$ cat src/rtl/hazard_control.sv
// Hazard unit for the five-stage MIPS pipeline: stall/flush/forward controls
// plus a small FSM that holds E while a multi-cycle mul/div occupies it.
module hazard_control #(
    parameter int REG_BITS   = 5,
    parameter int MD_LATENCY = 4,
    parameter int CNT_BITS   = 4
) (
    input  logic                clk,
    input  logic                clr,
    input  logic [REG_BITS-1:0] rs_d,
    input  logic [REG_BITS-1:0] rt_d,
    input  logic [REG_BITS-1:0] rs_e,
    input  logic [REG_BITS-1:0] rt_e,
    input  logic [REG_BITS-1:0] write_reg_e,
    input  logic [REG_BITS-1:0] write_reg_m,
    input  logic [REG_BITS-1:0] write_reg_w,
    input  logic                reg_write_e,
    input  logic                reg_write_m,
    input  logic                reg_write_w,
    input  logic                mem_to_reg_e,
    input  logic                mem_to_reg_m,
    input  logic                branch_d,
    input  logic                pc_src_d,
    input  logic                jump_d,
    input  logic                md_start_e,
    output logic                stall_f,
    output logic                stall_d,
    output logic                stall_e,
    output logic                flush_d,
    output logic                flush_e,
    output logic                forward_a_d,
    output logic                forward_b_d,
    output logic [1:0]          forward_a_e,
    output logic [1:0]          forward_b_e,
    output logic                md_busy,
    output logic                md_done
);

    typedef enum logic [1:0] {IDLE, BUSY, DONE} state_t;

    localparam logic [CNT_BITS-1:0] CNT_LOAD = CNT_BITS'(MD_LATENCY - 2);
    localparam logic [CNT_BITS-1:0] CNT_ONE  = CNT_BITS'(1);

    state_t              r_state;
    logic [CNT_BITS-1:0] r_cnt;

    logic w_lw_stall;
    logic w_br_stall;
    logic w_md_stall;
    logic w_stall;

    // Register 0 is hardwired, so it never creates a dependency.
    function automatic logic hit(input logic [REG_BITS-1:0] a, input logic [REG_BITS-1:0] b);
        return (a != '0) && (a == b);
    endfunction

    always_comb begin
        forward_a_e = 2'b00;
        forward_b_e = 2'b00;
        if (reg_write_m && hit(write_reg_m, rs_e))      forward_a_e = 2'b10;
        else if (reg_write_w && hit(write_reg_w, rs_e)) forward_a_e = 2'b01;
        if (reg_write_m && hit(write_reg_m, rt_e))      forward_b_e = 2'b10;
        else if (reg_write_w && hit(write_reg_w, rt_e)) forward_b_e = 2'b01;
    end

    assign forward_a_d = reg_write_m && hit(write_reg_m, rs_d);
    assign forward_b_d = reg_write_m && hit(write_reg_m, rt_d);

    assign w_lw_stall = mem_to_reg_e && (hit(write_reg_e, rs_d) || hit(write_reg_e, rt_d));
    assign w_br_stall = branch_d &&
        ((reg_write_e  && (hit(write_reg_e, rs_d) || hit(write_reg_e, rt_d))) ||
         (mem_to_reg_m && (hit(write_reg_m, rs_d) || hit(write_reg_m, rt_d))));
    assign w_md_stall = ((r_state == IDLE) && md_start_e) || (r_state == BUSY);
    assign w_stall    = w_lw_stall || w_br_stall || w_md_stall;

    assign stall_f = w_stall;
    assign stall_d = w_stall;
    assign stall_e = w_md_stall;
    // A held E stage must keep its instruction, so it is never flushed.
    assign flush_e = (w_lw_stall || w_br_stall) && !w_md_stall;
    assign flush_d = (pc_src_d || jump_d) && !w_stall;

    assign md_busy = (r_state == BUSY);
    assign md_done = (r_state == DONE);

    // DONE ignores md_start_e: the finishing instruction is still in E.
    always_ff @(posedge clk or posedge clr) begin
        if (clr) begin
            r_state <= IDLE;
            r_cnt   <= '0;
        end else begin
            case (r_state)
                IDLE: if (md_start_e) begin
                    if (MD_LATENCY == 2) begin
                        r_state <= DONE;
                    end else begin
                        r_state <= BUSY;
                        r_cnt   <= CNT_LOAD;
                    end
                end
                BUSY: if (r_cnt == CNT_ONE) r_state <= DONE;
                      else                  r_cnt   <= r_cnt - CNT_ONE;
                DONE: r_state <= IDLE;
                default: r_state <= IDLE;
            endcase
        end
    end

endmodule

$ cat config.mk
export PLATFORM = sky130hd
export DESIGN_NAME = hazard_control
export DESIGN_NICKNAME = d
export VERILOG_FILES = /design/src/rtl/hazard_control.sv
export SDC_FILE = /design/constraint.sdc
export NUM_CORES = 1
export LEC_CHECK = 0
export BUFFER_PORTS_ARGS = -buffer_cell sky130_fd_sc_hd__buf_2
export CAP_MARGIN = 20
export CORE_MARGIN = 3
export CORE_UTILIZATION = 45
export DETAILED_ROUTE_END_ITERATION = 16
export MAX_ROUTING_LAYER = met4
export PLACE_DENSITY_LB_ADDON = 0.25
export SLEW_MARGIN = 20
export SYNTH_ARGS = -nofsm -noshare
export SYNTH_HDL_FRONTEND = slang
export SYNTH_SLANG_ARGS = --single-unit
$ cat constraint.sdc
create_clock -name clk -period 3.6 [get_ports clk]
set_input_delay 0.54 -clock clk [delete_from_list [all_inputs] [get_ports clk]]
set_output_delay 0.54 -clock clk [all_outputs]
set_load 0.01 [all_outputs]
==> flow_results.xml <==
<?xml version="1.0" encoding="UTF-8"?>
<metrics>
  <group name="placement">
    <metric name="place_hpwl" unit="mm">2.12</metric>
    <metric name="place.gp.congestion" unit="">0.885</metric>
    <metric name="placement.io_buffers" unit="">58</metric>
  </group>
  <group name="power_and_ir_drop">
    <metric name="power_density" unit="mW/mm^2">383</metric>
    <metric name="switching_share" unit="%">42.7</metric>
    <metric name="clockPowerShare" unit="%">13.9</metric>
    <metric name="power.net_switching" unit="mW">0.196</metric>
    <metric name="sequential_fraction_of_design_power" unit="%">27.3</metric>
    <metric name="leakage" unit="nW">0.583</metric>
    <metric name="power.combinational.fraction" unit="%">58.7</metric>
    <metric name="cellInternalPower" unit="mW">0.263</metric>
    <metric name="irDropWorstVdd" unit="mV">0.335</metric>
  </group>
  <group name="outcome">
    <metric name="run_status" unit="">complete, no violations</metric>
  </group>
  <group name="route">
    <metric name="routedWlPerCell" unit="um">12.4</metric>
    <metric name="route.vias.total" unit="">954</metric>
    <metric name="drt-total-wl" unit="mm">2.38</metric>
    <metric name="drtPass1Iterations" unit="">4</metric>
    <metric name="post_drt_via_cell_ratio" unit="">4.97</metric>
    <metric name="dr_drc_count" unit="">0</metric>
    <metric name="drc_marker_count_from_the_first_detailed_route_iteration" unit="">18</metric>
    <metric name="antenna_violating_nets_post_route" unit="">0</metric>
  </group>
  <group name="synth">
    <metric name="synth-seq-area-share" unit="%">16.8</metric>
    <metric name="number_of_instances_in_the_synthesized_netlist" unit="">112</metric>
    <metric name="mappedNetlistArea" unit="um^2">896</metric>
    <metric name="syn_area_per_cell" unit="um^2">8.00</metric>
    <metric name="syn-num-nets" unit="">160</metric>
    <metric name="synth.lib_cells_used.distinct" unit="">24</metric>
    <metric name="register_bit_count_reported_by_yosys" unit="">6</metric>
    <metric name="ys_warn_count" unit="">0</metric>
  </group>
  <group name="timing">
    <metric name="max_slew_margin" unit="%">66.2</metric>
    <metric name="hold_vio_cnt_final" unit="">0</metric>
    <metric name="totalNegativeSetupSlack" unit="ps">0</metric>
    <metric name="setup_repair_after_global_routing_missed_its_margin" unit="">no</metric>
    <metric name="max_slew.worst_pin.slew" unit="ps">503</metric>
    <metric name="layout_worst_path_cycle_share" unit="%">63.5</metric>
    <metric name="final.setup_skew" unit="ps">1.82</metric>
    <metric name="setup_violation_total_in_the_final_timing_report" unit="">0</metric>
    <metric name="achievable-frequency" unit="MHz">437</metric>
    <metric name="slew_violations" unit="">0</metric>
    <metric name="layout_min_cycle_time" unit="ps">2290</metric>
  </group>
  <group name="floorplanning">
    <metric name="core_area" unit="mm^2">0.00180</metric>
    <metric name="rows" unit="">15</metric>
    <metric name="dieArea" unit="mm^2">0.00256</metric>
    <metric name="floorplan.initialDensity" unit="%">49.7</metric>
    <metric name="fp.dieW" unit="um">50.6</metric>
    <metric name="num_io_pins" unit="">59</metric>
    <metric name="die_height" unit="um">50.6</metric>
  </group>
  <group name="worst_setup_path">
    <metric name="setup.worst_path.class" unit="">input pin to output port</metric>
    <metric name="critPathSlowestCell" unit="">sky130_fd_sc_hd__nor4_1</metric>
    <metric name="critical_path.startpoint_type" unit="">input pin</metric>
    <metric name="cp_data_arrival_time" unit="ps">1750</metric>
    <metric name="timing.critical_path.max_delay_family" unit="">simple AND/OR/NAND/NOR gates</metric>
    <metric name="path_max_fanout" unit="">5</metric>
    <metric name="cp_data_required_time" unit="ps">3060</metric>
    <metric name="critical_path_buf_inv_count" unit="">2</metric>
    <metric name="timing.critical_path.slowest_cell_delay" unit="ps">510</metric>
    <metric name="worstPathCellList" unit="">buf_2, nor3_1, nand2_1, nand2_1, nor4_1, nor4_2, buf_2</metric>
    <metric name="critical_path.endpoint_type" unit="">output port</metric>
  </group>
  <group name="grt">
    <metric name="grt_pass1_vias" unit="">933</metric>
    <metric name="grt_first_pass_wirelength" unit="mm">3.87</metric>
    <metric name="grt_remaining_overflow" unit="">0</metric>
    <metric name="grt_antenna_before_repair" unit="">0</metric>
    <metric name="grt.total_usage" unit="%">19.9</metric>
    <metric name="grt_start_max_net_pins" unit="">7</metric>
  </group>
  <group name="layout">
    <metric name="diodes" unit="">0</metric>
    <metric name="final_layout_size_suffix_gt1_share" unit="%">39.5</metric>
    <metric name="most-common-layout-cells" unit="">sky130_fd_sc_hd__buf_2, sky130_fd_sc_hd__xor2_1, sky130_fd_sc_hd__xnor2_1</metric>
    <metric name="fillers" unit="">163</metric>
    <metric name="seq_cell_area" unit="um^2">150</metric>
    <metric name="final_net_count" unit="">217</metric>
    <metric name="layout.cells.most_common" unit="">sky130_fd_sc_hd__buf_2</metric>
    <metric name="finish.utilization" unit="%">66.5</metric>
    <metric name="syn_to_final_growth" unit="%">33.7</metric>
    <metric name="multi_input_logic_area" unit="um^2">684</metric>
  </group>
  <group name="clocking">
    <metric name="cts_post_setup_buffers_inserted" unit="">0</metric>
    <metric name="cts.clk_slew.worst_paths" unit="ps">50</metric>
    <metric name="clock_tree.htree_level_count" unit="">1</metric>
    <metric name="cts-resized-gates" unit="">0</metric>
    <metric name="cts_root_buf" unit="">sky130_fd_sc_hd__clkbuf_4</metric>
    <metric name="worst_skew_pair.late_latency" unit="ps">250</metric>
    <metric name="clock_sink_count" unit="">6</metric>
    <metric name="clock_tree.buffer_depth" unit="">2</metric>
    <metric name="tritoncts" unit="">done</metric>
    <metric name="cts_buffers" unit="">3</metric>
    <metric name="hold_buffers" unit="">0</metric>
  </group>
  <group name="flow_run">
    <metric name="cap_viol_max_count" unit="">0</metric>
  </group>
  <group name="worst_hold_path">
    <metric name="hold_class" unit="">input pin to asynchronous set/reset pin</metric>
  </group>
</metrics>
[final cells by class]
class	instances	share of cell area (%)
inverters	5	1.57
flip-flops and latches	6	12.5
multi-input cells	95	57.2
well taps	25	2.61
repair buffers	58	24.2
clock buffers	3	1.88
[registers in the layout (all words and copies together) (netlist names)]
name	flops
r_state	2
r_cnt	4
[power groups by stage]
| stage | clock (mW) | combinational [mW] | sequential, mW |
|---|---|---|---|
| finish | 0.0639 | 0.270 | 0.125 |
| CTS | 0.0665 | 0.273 | 0.126 |
| global route | 0.0716 | 0.305 | 0.132 |
| global placement | 0 | 0.261 | 0.124 |
| detailed placement | 0 | 0.271 | 0.127 |
| floorplan | 0 | 0.190 | 0.120 |
[final timing paths]
check,startpoint,slack [ps],cells after the start,endpoint
max,write_reg_m[0],1310,7,forward_b_e[0]
min,clr,200,2,r_cnt[2]
max reg2reg,r_cnt[1],1990,7,r_cnt[3]
min reg2reg,r_state[1],500,1,r_state[1]
max in group asynchronous,clr,3210,2,r_cnt[1]
min in group clk,r_state[1],500,1,r_state[1]
[logic make-up (layout without fill, tap and decap cells)]
kind of cell    after synthesis  in the layout  synth area share (%)
compound gates               10             10                  6.56
fa+ha+maj                     2              2                  2.79
flops                         6              6                  16.8
buf+inv                      11             66                  6.84
simple gates                 41             41                  26.0
xor+xnor                     42             42                  41.1
[synthesized netlist by cell type, drive strengths merged]
cell type | n | share of area, %
nor2 | 7 | 2.9
nor3 | 6 | 3.4
or4 | 3 | 2.5
dfrtp | 6 | 17
o21ai | 5 | 2.8
nand2 | 4 | 1.7
buf | 6 | 4.7
or2 | 1 | 0.70
nor2b | 1 | 0.70
xnor2 | 17 | 17
o2111a | 1 | 1.3
nor4 | 5 | 4.9
nand3 | 10 | 5.6
and2b | 1 | 0.98
nor3b | 2 | 1.7
ha | 2 | 2.8
xor2 | 25 | 24
a21o | 1 | 0.84
or3b | 1 | 0.98
a21oi | 3 | 1.7
inv | 5 | 2.1
[metal layers]
layer	vias up	global-route usage, %	part of all wire (%)
met5	-	-	0
met4	0	5.38	0.92
met3	4	4.75	8.2
met2	41	34.8	49
met1	423	22.5	42
li1	486	-	-
[per-stage QoR]
stage / total power [mW] / instances / cell area, um^2 / hold slack (ps) / worst slack (ps)
detailed placement: 0.398 / 189 / 1170 / 469 / 1320
global route: 0.509 / 192 / 1200 / 202 / 1160
floorplan: 0.310 / 112 / 896 / 331 / 1430
CTS: 0.466 / 192 / 1200 / 203 / 1310
finish: 0.459 / 192 / 1200 / 198 / 1310
global placement: 0.386 / 189 / 1170 / 456 / 1350
Note: power is estimated with default switching activity, not from simulation.
